$ cat src/rtl/booth_mult_ctrl_pkg.sv
// rtl/booth_mult_ctrl_pkg.sv - shared types and constants for the Booth multiply controller
package booth_pkg;

  localparam int WIDTH = 8;
  localparam int ITER  = 8;

  typedef enum logic [1:0] {
    IDLE,
    CALC,
    DONE
  } state_e;

  typedef enum logic [1:0] {
    OP_NOP,
    OP_ADD,
    OP_SUB
  } booth_op_e;

  localparam logic MODE_ADD = 1'b1;
  localparam logic MODE_SUB = 1'b0;

  // Radix-2 Booth recoding of the current multiplier bit pair {Q[0], Q_1}.
  function automatic booth_op_e booth_decode(input logic q0, input logic q_1);
    case ({q0, q_1})
      2'b01:   return OP_ADD;
      2'b10:   return OP_SUB;
      default: return OP_NOP;
    endcase
  endfunction

endpackage

$ cat src/rtl/booth_mult_ctrl_if.sv
// rtl/booth_mult_ctrl_if.sv - request/result bundle of the Booth multiplier (op_count under BOOTH_OPCNT_EN)
interface booth_mult_ctrl_if;

  logic        start;
  logic [7:0]  multiplicand;
  logic [7:0]  multiplier;
  logic        busy;
  logic        done;
  logic [15:0] product;
`ifdef BOOTH_OPCNT_EN
  logic [3:0]  op_count;
`endif

`ifdef BOOTH_OPCNT_EN
  modport master (
    output start, multiplicand, multiplier,
    input  busy, done, product, op_count
  );
  modport slave (
    input  start, multiplicand, multiplier,
    output busy, done, product, op_count
  );
`else
  modport master (
    output start, multiplicand, multiplier,
    input  busy, done, product
  );
  modport slave (
    input  start, multiplicand, multiplier,
    output busy, done, product
  );
`endif

endinterface

$ cat src/rtl/booth_mult_ctrl_addsub.sv
// rtl/booth_mult_ctrl_addsub.sv - 8-bit adder/subtractor (mode 1 = add, mode 0 = data0 - data1)
module eightbitaddsub (
  input  logic [7:0] data0_i,
  input  logic [7:0] data1_i,
  input  logic       mode_i,
  output logic [7:0] sum_o,
  output logic       carry_out_o,
  output logic       overflow_o
);

  logic [7:0] operand_b;
  logic [8:0] full_sum;

  // Subtraction as data0 + ~data1 + 1.
  assign operand_b   = mode_i ? data1_i : ~data1_i;
  assign full_sum    = {1'b0, data0_i} + {1'b0, operand_b} + {8'd0, ~mode_i};
  assign sum_o       = full_sum[7:0];
  assign carry_out_o = full_sum[8];
  assign overflow_o  = (data0_i[7] == operand_b[7]) && (sum_o[7] != data0_i[7]);

endmodule

$ cat src/rtl/booth_mult_ctrl.sv
// rtl/booth_mult_ctrl.sv - signed 8x8 radix-2 Booth multiply sequencer over eightbitaddsub
// Optional op_count output enabled by BOOTH_OPCNT_EN.
module booth_mult_ctrl #(
  parameter int WIDTH = 8,
  parameter int CNT_W = 3
) (
  input  logic           clk,
  input  logic           rst,
  booth_mult_ctrl_if.slave bus
);

  import booth_pkg::*;

  localparam logic [CNT_W-1:0] LAST = CNT_W'(ITER - 1);

  state_e               state_q;
  logic [WIDTH-1:0]     a_q, q_q, m_q;
  logic                 q1_q;
  logic [CNT_W-1:0]     count_q;
  logic                 busy_q, done_q;
  logic [2*WIDTH-1:0]   product_q;

  booth_op_e            op;
  logic                 alu_mode;
  logic [WIDTH-1:0]     alu_sum;
  logic                 alu_ovf;
  logic                 alu_cout_unused;
  logic [WIDTH-1:0]     r;
  logic                 sgn;
  logic [WIDTH-1:0]     a_d, q_d;

`ifdef BOOTH_OPCNT_EN
  logic [3:0]           opcnt_q, opcnt_d, op_count_q;
`endif

  eightbitaddsub u_alu (
    .data0_i     (a_q),
    .data1_i     (m_q),
    .mode_i      (alu_mode),
    .sum_o       (alu_sum),
    .carry_out_o (alu_cout_unused),
    .overflow_o  (alu_ovf)
  );

  // The shifted-in sign is the true 9-bit sign, so M = -128 stays correct.
  always_comb begin
    op       = booth_decode(q_q[0], q1_q);
    alu_mode = (op == OP_ADD) ? MODE_ADD : MODE_SUB;
    r        = (op == OP_NOP) ? a_q : alu_sum;
    sgn      = r[WIDTH-1] ^ ((op != OP_NOP) & alu_ovf);
    a_d      = {sgn, r[WIDTH-1:1]};
    q_d      = {r[0], q_q[WIDTH-1:1]};
`ifdef BOOTH_OPCNT_EN
    opcnt_d  = opcnt_q + ((op != OP_NOP) ? 4'd1 : 4'd0);
`endif
  end

  always_ff @(posedge clk or posedge rst) begin
    if (rst) begin
      state_q    <= IDLE;
      a_q        <= '0;
      q_q        <= '0;
      m_q        <= '0;
      q1_q       <= 1'b0;
      count_q    <= '0;
      busy_q     <= 1'b0;
      done_q     <= 1'b0;
      product_q  <= '0;
`ifdef BOOTH_OPCNT_EN
      opcnt_q    <= '0;
      op_count_q <= '0;
`endif
    end else begin
      case (state_q)
        IDLE, DONE: begin
          done_q <= 1'b0;
          if (bus.start) begin
            a_q     <= '0;
            q_q     <= bus.multiplier;
            m_q     <= bus.multiplicand;
            q1_q    <= 1'b0;
            count_q <= '0;
            busy_q  <= 1'b1;
            state_q <= CALC;
`ifdef BOOTH_OPCNT_EN
            opcnt_q <= '0;
`endif
          end else begin
            state_q <= IDLE;
          end
        end
        CALC: begin
          a_q     <= a_d;
          q_q     <= q_d;
          q1_q    <= q_q[0];
          count_q <= count_q + 1'b1;
`ifdef BOOTH_OPCNT_EN
          opcnt_q <= opcnt_d;
`endif
          if (count_q == LAST) begin
            state_q    <= DONE;
            busy_q     <= 1'b0;
            done_q     <= 1'b1;
            product_q  <= {a_d, q_d};
`ifdef BOOTH_OPCNT_EN
            op_count_q <= opcnt_d;
`endif
          end
        end
        default: state_q <= IDLE;
      endcase
    end
  end

  assign bus.busy    = busy_q;
  assign bus.done    = done_q;
  assign bus.product = product_q;
`ifdef BOOTH_OPCNT_EN
  assign bus.op_count = op_count_q;
`endif

endmodule
$ cat src/flat_wrapper.sv
// flat-port wrapper written by rule: the top's interface ports become plain ports
module booth_mult_ctrl_flat import booth_pkg::*;
#(
  parameter int WIDTH = 8,
  parameter int CNT_W = 3
)
  (clk, rst, bus_start, bus_multiplicand, bus_multiplier, bus_busy, bus_done, bus_product);
  booth_mult_ctrl_if bus_i ();
  input  logic clk;
  input  logic rst;
  input wire logic [$bits(bus_i.start)-1:0] bus_start;
  input wire logic [$bits(bus_i.multiplicand)-1:0] bus_multiplicand;
  input wire logic [$bits(bus_i.multiplier)-1:0] bus_multiplier;
  output wire logic [$bits(bus_i.busy)-1:0] bus_busy;
  output wire logic [$bits(bus_i.done)-1:0] bus_done;
  output wire logic [$bits(bus_i.product)-1:0] bus_product;
  assign bus_i.start = bus_start;
  assign bus_i.multiplicand = bus_multiplicand;
  assign bus_i.multiplier = bus_multiplier;
  assign bus_busy = bus_i.busy;
  assign bus_done = bus_i.done;
  assign bus_product = bus_i.product;
  booth_mult_ctrl #(.WIDTH(WIDTH), .CNT_W(CNT_W)) u_core (.clk(clk), .rst(rst), .bus(bus_i));
endmodule
$ cat config.mk
export PLATFORM = sky130hd
export DESIGN_NAME = booth_mult_ctrl_flat
export DESIGN_NICKNAME = d
export VERILOG_FILES = /design/src/rtl/booth_mult_ctrl_pkg.sv /design/src/rtl/booth_mult_ctrl_if.sv /design/src/rtl/booth_mult_ctrl_addsub.sv /design/src/rtl/booth_mult_ctrl.sv /design/src/flat_wrapper.sv
export SDC_FILE = /design/constraint.sdc
export NUM_CORES = 1
export LEC_CHECK = 0
export CORE_MARGIN = 4
export CORE_UTILIZATION = 50
export DETAILED_ROUTE_END_ITERATION = 8
export DONT_BUFFER_PORTS = 1
export GPL_ROUTABILITY_DRIVEN = 0
export PLACE_DENSITY = 0.73
export REMOVE_ABC_BUFFERS = 1
export SETUP_SLACK_MARGIN = 0.15
export SLEW_MARGIN = 20
export SYNTH_ARGS = -nofsm -noshare
export SYNTH_HDL_FRONTEND = slang
export SYNTH_SLANG_ARGS = --single-unit
$ cat constraint.sdc
create_clock -name clk -period 2.9 [get_ports clk]
set_clock_uncertainty 0.15 [all_clocks]
set_input_delay 0.58 -clock clk [delete_from_list [all_inputs] [get_ports clk]]
set_output_delay 0.58 -clock clk [all_outputs]
set_load 0.02 [all_outputs]
==> results.md <==
* Fin. max-slew vios at 0
* Initial DRC Count at 124
* Detailed placement HPWL at 3.57 mm
* Synth Instances at 236
* Synth Warn # at 0
* I/O pin count at 37
* Final #Nets at 268
* Chip Width at 77.3 µm
* Synthesis-to-layout area growth at 7.14%
* CTS buffer count at 5
* RSZ-0062 raised after global routing: false
* Die height at 77.3 µm
* Core Rows at 24
* Dpl cell area at 2460 µm²
* Synthesized area per cell at 10.2 µm²
* Final Cycle Share at 87.4%
* Initial Util at 53.3%
* Multi-input gate area at 1140 µm²
* Post-CTS Setup Inserts at 0
* First-pass GRT wire length at 8.25 mm
* Startpoint Class: register
* Synthesized area at 2400 µm²
* GRT overflow at 0
* Largest net degree at the start of global routing at 30
* ANT cells at 0
* CTS root buf: clkbuf_8
* TritonCTS clock tree: done
* Placed cells at 284
* Vias in the first global route at 1660
* Drt wl/cell at 16.5 µm
* Clock slew at reported path FFs at 0.09 ns
* Required @ worst endpoint at 2.94 ns
* Critical path type: register to register
* Crit-path max FO at 6
* WP data arrival at 2.58 ns
* Most frequent cells after synthesis: nand2_1, dfrtp_1, o21ai_0, xnor2_1, ha_1
* DR DRC count at 0
* Clock latency on the worst-skew pair at 0.30 ns
* Clock Path Buffers at 2
* Synth top area cells: dfrtp_1, nand2_1, ha_1, o21ai_0, mux2_2
* GRT Overall Usage at 17.5%
* Setup TNS at 0 ns
* Setup crit start: u_core.q_q[0]
* I/O Buffers at 0
* HP Class: input port to async pin
* Yosys top cell area share at 50.0%
* Final ANT Viol Nets at 0
* Max Cap Violations at 0
* DIE AREA at 5970 µm²
* Reg2reg end: u_core.bus.product[13]
* Worst slew pin tran at 0.595 ns
* Ys flop type: dfrtp_1
* Ratio of cells with drive above 1 in the final layout at 14.2%
* Synthesized flop and latch total at 48
* Cts hold-fix bufs at 0
* Ys async rst share at 100%
* Critical path capture point type: register
* Largest area contributor in the netlist: dfrtp_1
* Fillers at 411
* Slew headroom at 60.3%
* R2R setup slack at 0.37 ns
* Worst R2R Path Depth at 11
* CTS H-tree lvls at 2
* Fmax at 0.395 GHz
* Antenna violations before repair at 0
* Vias per inst at 5.67
* Hold WS at -0.00241 ns
* Status: complete, but fails checks
* TritonCTS Sinks at 48
* Core area at 4500 µm²
* Finished Layout Cells at 292
* Post-route cell area at 2570 µm²
* FF+latch area at 1200 µm²
* Hold Violations, Final at 4
* Cts repair resizes at 0
* Unique cell type count in the Yosys netlist at 45
* Register area share after synthesis at 50.0%
* First-pass detailed-route iteration total at 4
* Failing checks: hold timing
* Crit path time final at 2.53 ns
* Critical R2R Launch: u_core.q_q[0]
* DR vias at 1657
* Routed wire length at 4.83 mm
* Post-synth EDFFs at 0
* Most common cell in the synthesized netlist: nand2_1
* Final setup viols at 0
per-layer routing:
metal,up-vias,track usage (%),routed length (µm)
met3,6,5.62,320
met5,-,0,0
met1,785,22.6,2150
met2,49,28.0,2290
met4,0,5.34,65
li1,817,-,-
flip-flops by register name (all words and copies together) (netlist names):
register            cells
u_core.state_q          2
u_core.count_q          3
u_core.q_q              8
u_core.bus.product     16
u_core.q1_q             1
u_core.bus.done         1
u_core.bus.busy         1
u_core.a_q              8
u_core.m_q              8
worst max path at each step:
stage	endpoint	slack (ns)	cells after the start
after floorplan	u_core.bus.product[15]	0.31	10
after global placement	u_core.bus.product[13]	0.32	11
after detailed placement	u_core.bus.product[13]	0.24	11
after CTS	u_core.bus.product[13]	0.18	11
after global routing	u_core.bus.product[13]	0.15	11
final	u_core.bus.product[13]	0.37	11
cell families after synthesis:
group | count (synthesis) | synth area share, %
simple gates | 84 | 16.2
compound gates | 55 | 15.4
flops | 48 | 50.0
buf+inv | 17 | 3.18
xor+xnor | 12 | 5.16
mux | 10 | 4.59
fa+ha+maj | 10 | 5.52
layout by cell type (no fill, tap or decap), types with 2 or more instances in the layout:
| cell type | instances |
|---|---|
| a211oi_1 | 3 |
| a21oi_1 | 4 |
| a22o_1 | 3 |
| a22oi_1 | 7 |
| a31o_1 | 2 |
| a31oi_1 | 2 |
| and2_1 | 2 |
| buf_4 | 6 |
| clkbuf_8 | 6 |
| dfrtp_1 | 48 |
| ha_1 | 8 |
| inv_1 | 4 |
| inv_2 | 2 |
| mux2_2 | 8 |
| mux2i_1 | 2 |
| nand2_1 | 54 |
| nand2b_1 | 4 |
| nand3_1 | 5 |
| nand3_2 | 2 |
| nor2_1 | 5 |
| nor2b_1 | 4 |
| nor3_1 | 2 |
| o21ai_0 | 18 |
| o21ai_1 | 5 |
| o21ai_2 | 2 |
| xnor2_1 | 10 |
per-stage QoR:
step / setup WS [ns] / utilization (%)
2_1_floorplan: 0.314 / -
3_3_place_gp: 0.318 / 54.6
3_5_place_dp: 0.238 / 54.6
4_1_cts: 0.176 / 56.8
5_1_grt: 0.154 / 57.1
6_report: 0.365 / 57.1
worst max-delay path: stages, from the launching register on:
cell	delay (ns)
dfrtp_1	0.37
inv_1	0.11
ha_4	0.21
xnor2_1	0.16
inv_1	0.09
fa_1	0.44
nor2b_2	0.16
o31a_1	0.17
o21ai_1	0.07
nand2b_1	0.11
xnor2_1	0.09
a311oi_1	0.30
area by class of cell:
class                   count  area share [%]
well taps                  52            2.53
inverters                   7            1.02
clock buffers               6            3.21
multi-input cells         171            44.3
clock inverters             2           0.535
repair buffers              6            1.75
flip-flops and latches     48            46.7
Power is left out: the tool's default activity adds up to more than one toggle a clock period on the data nets, which glitch-free logic cannot reach.
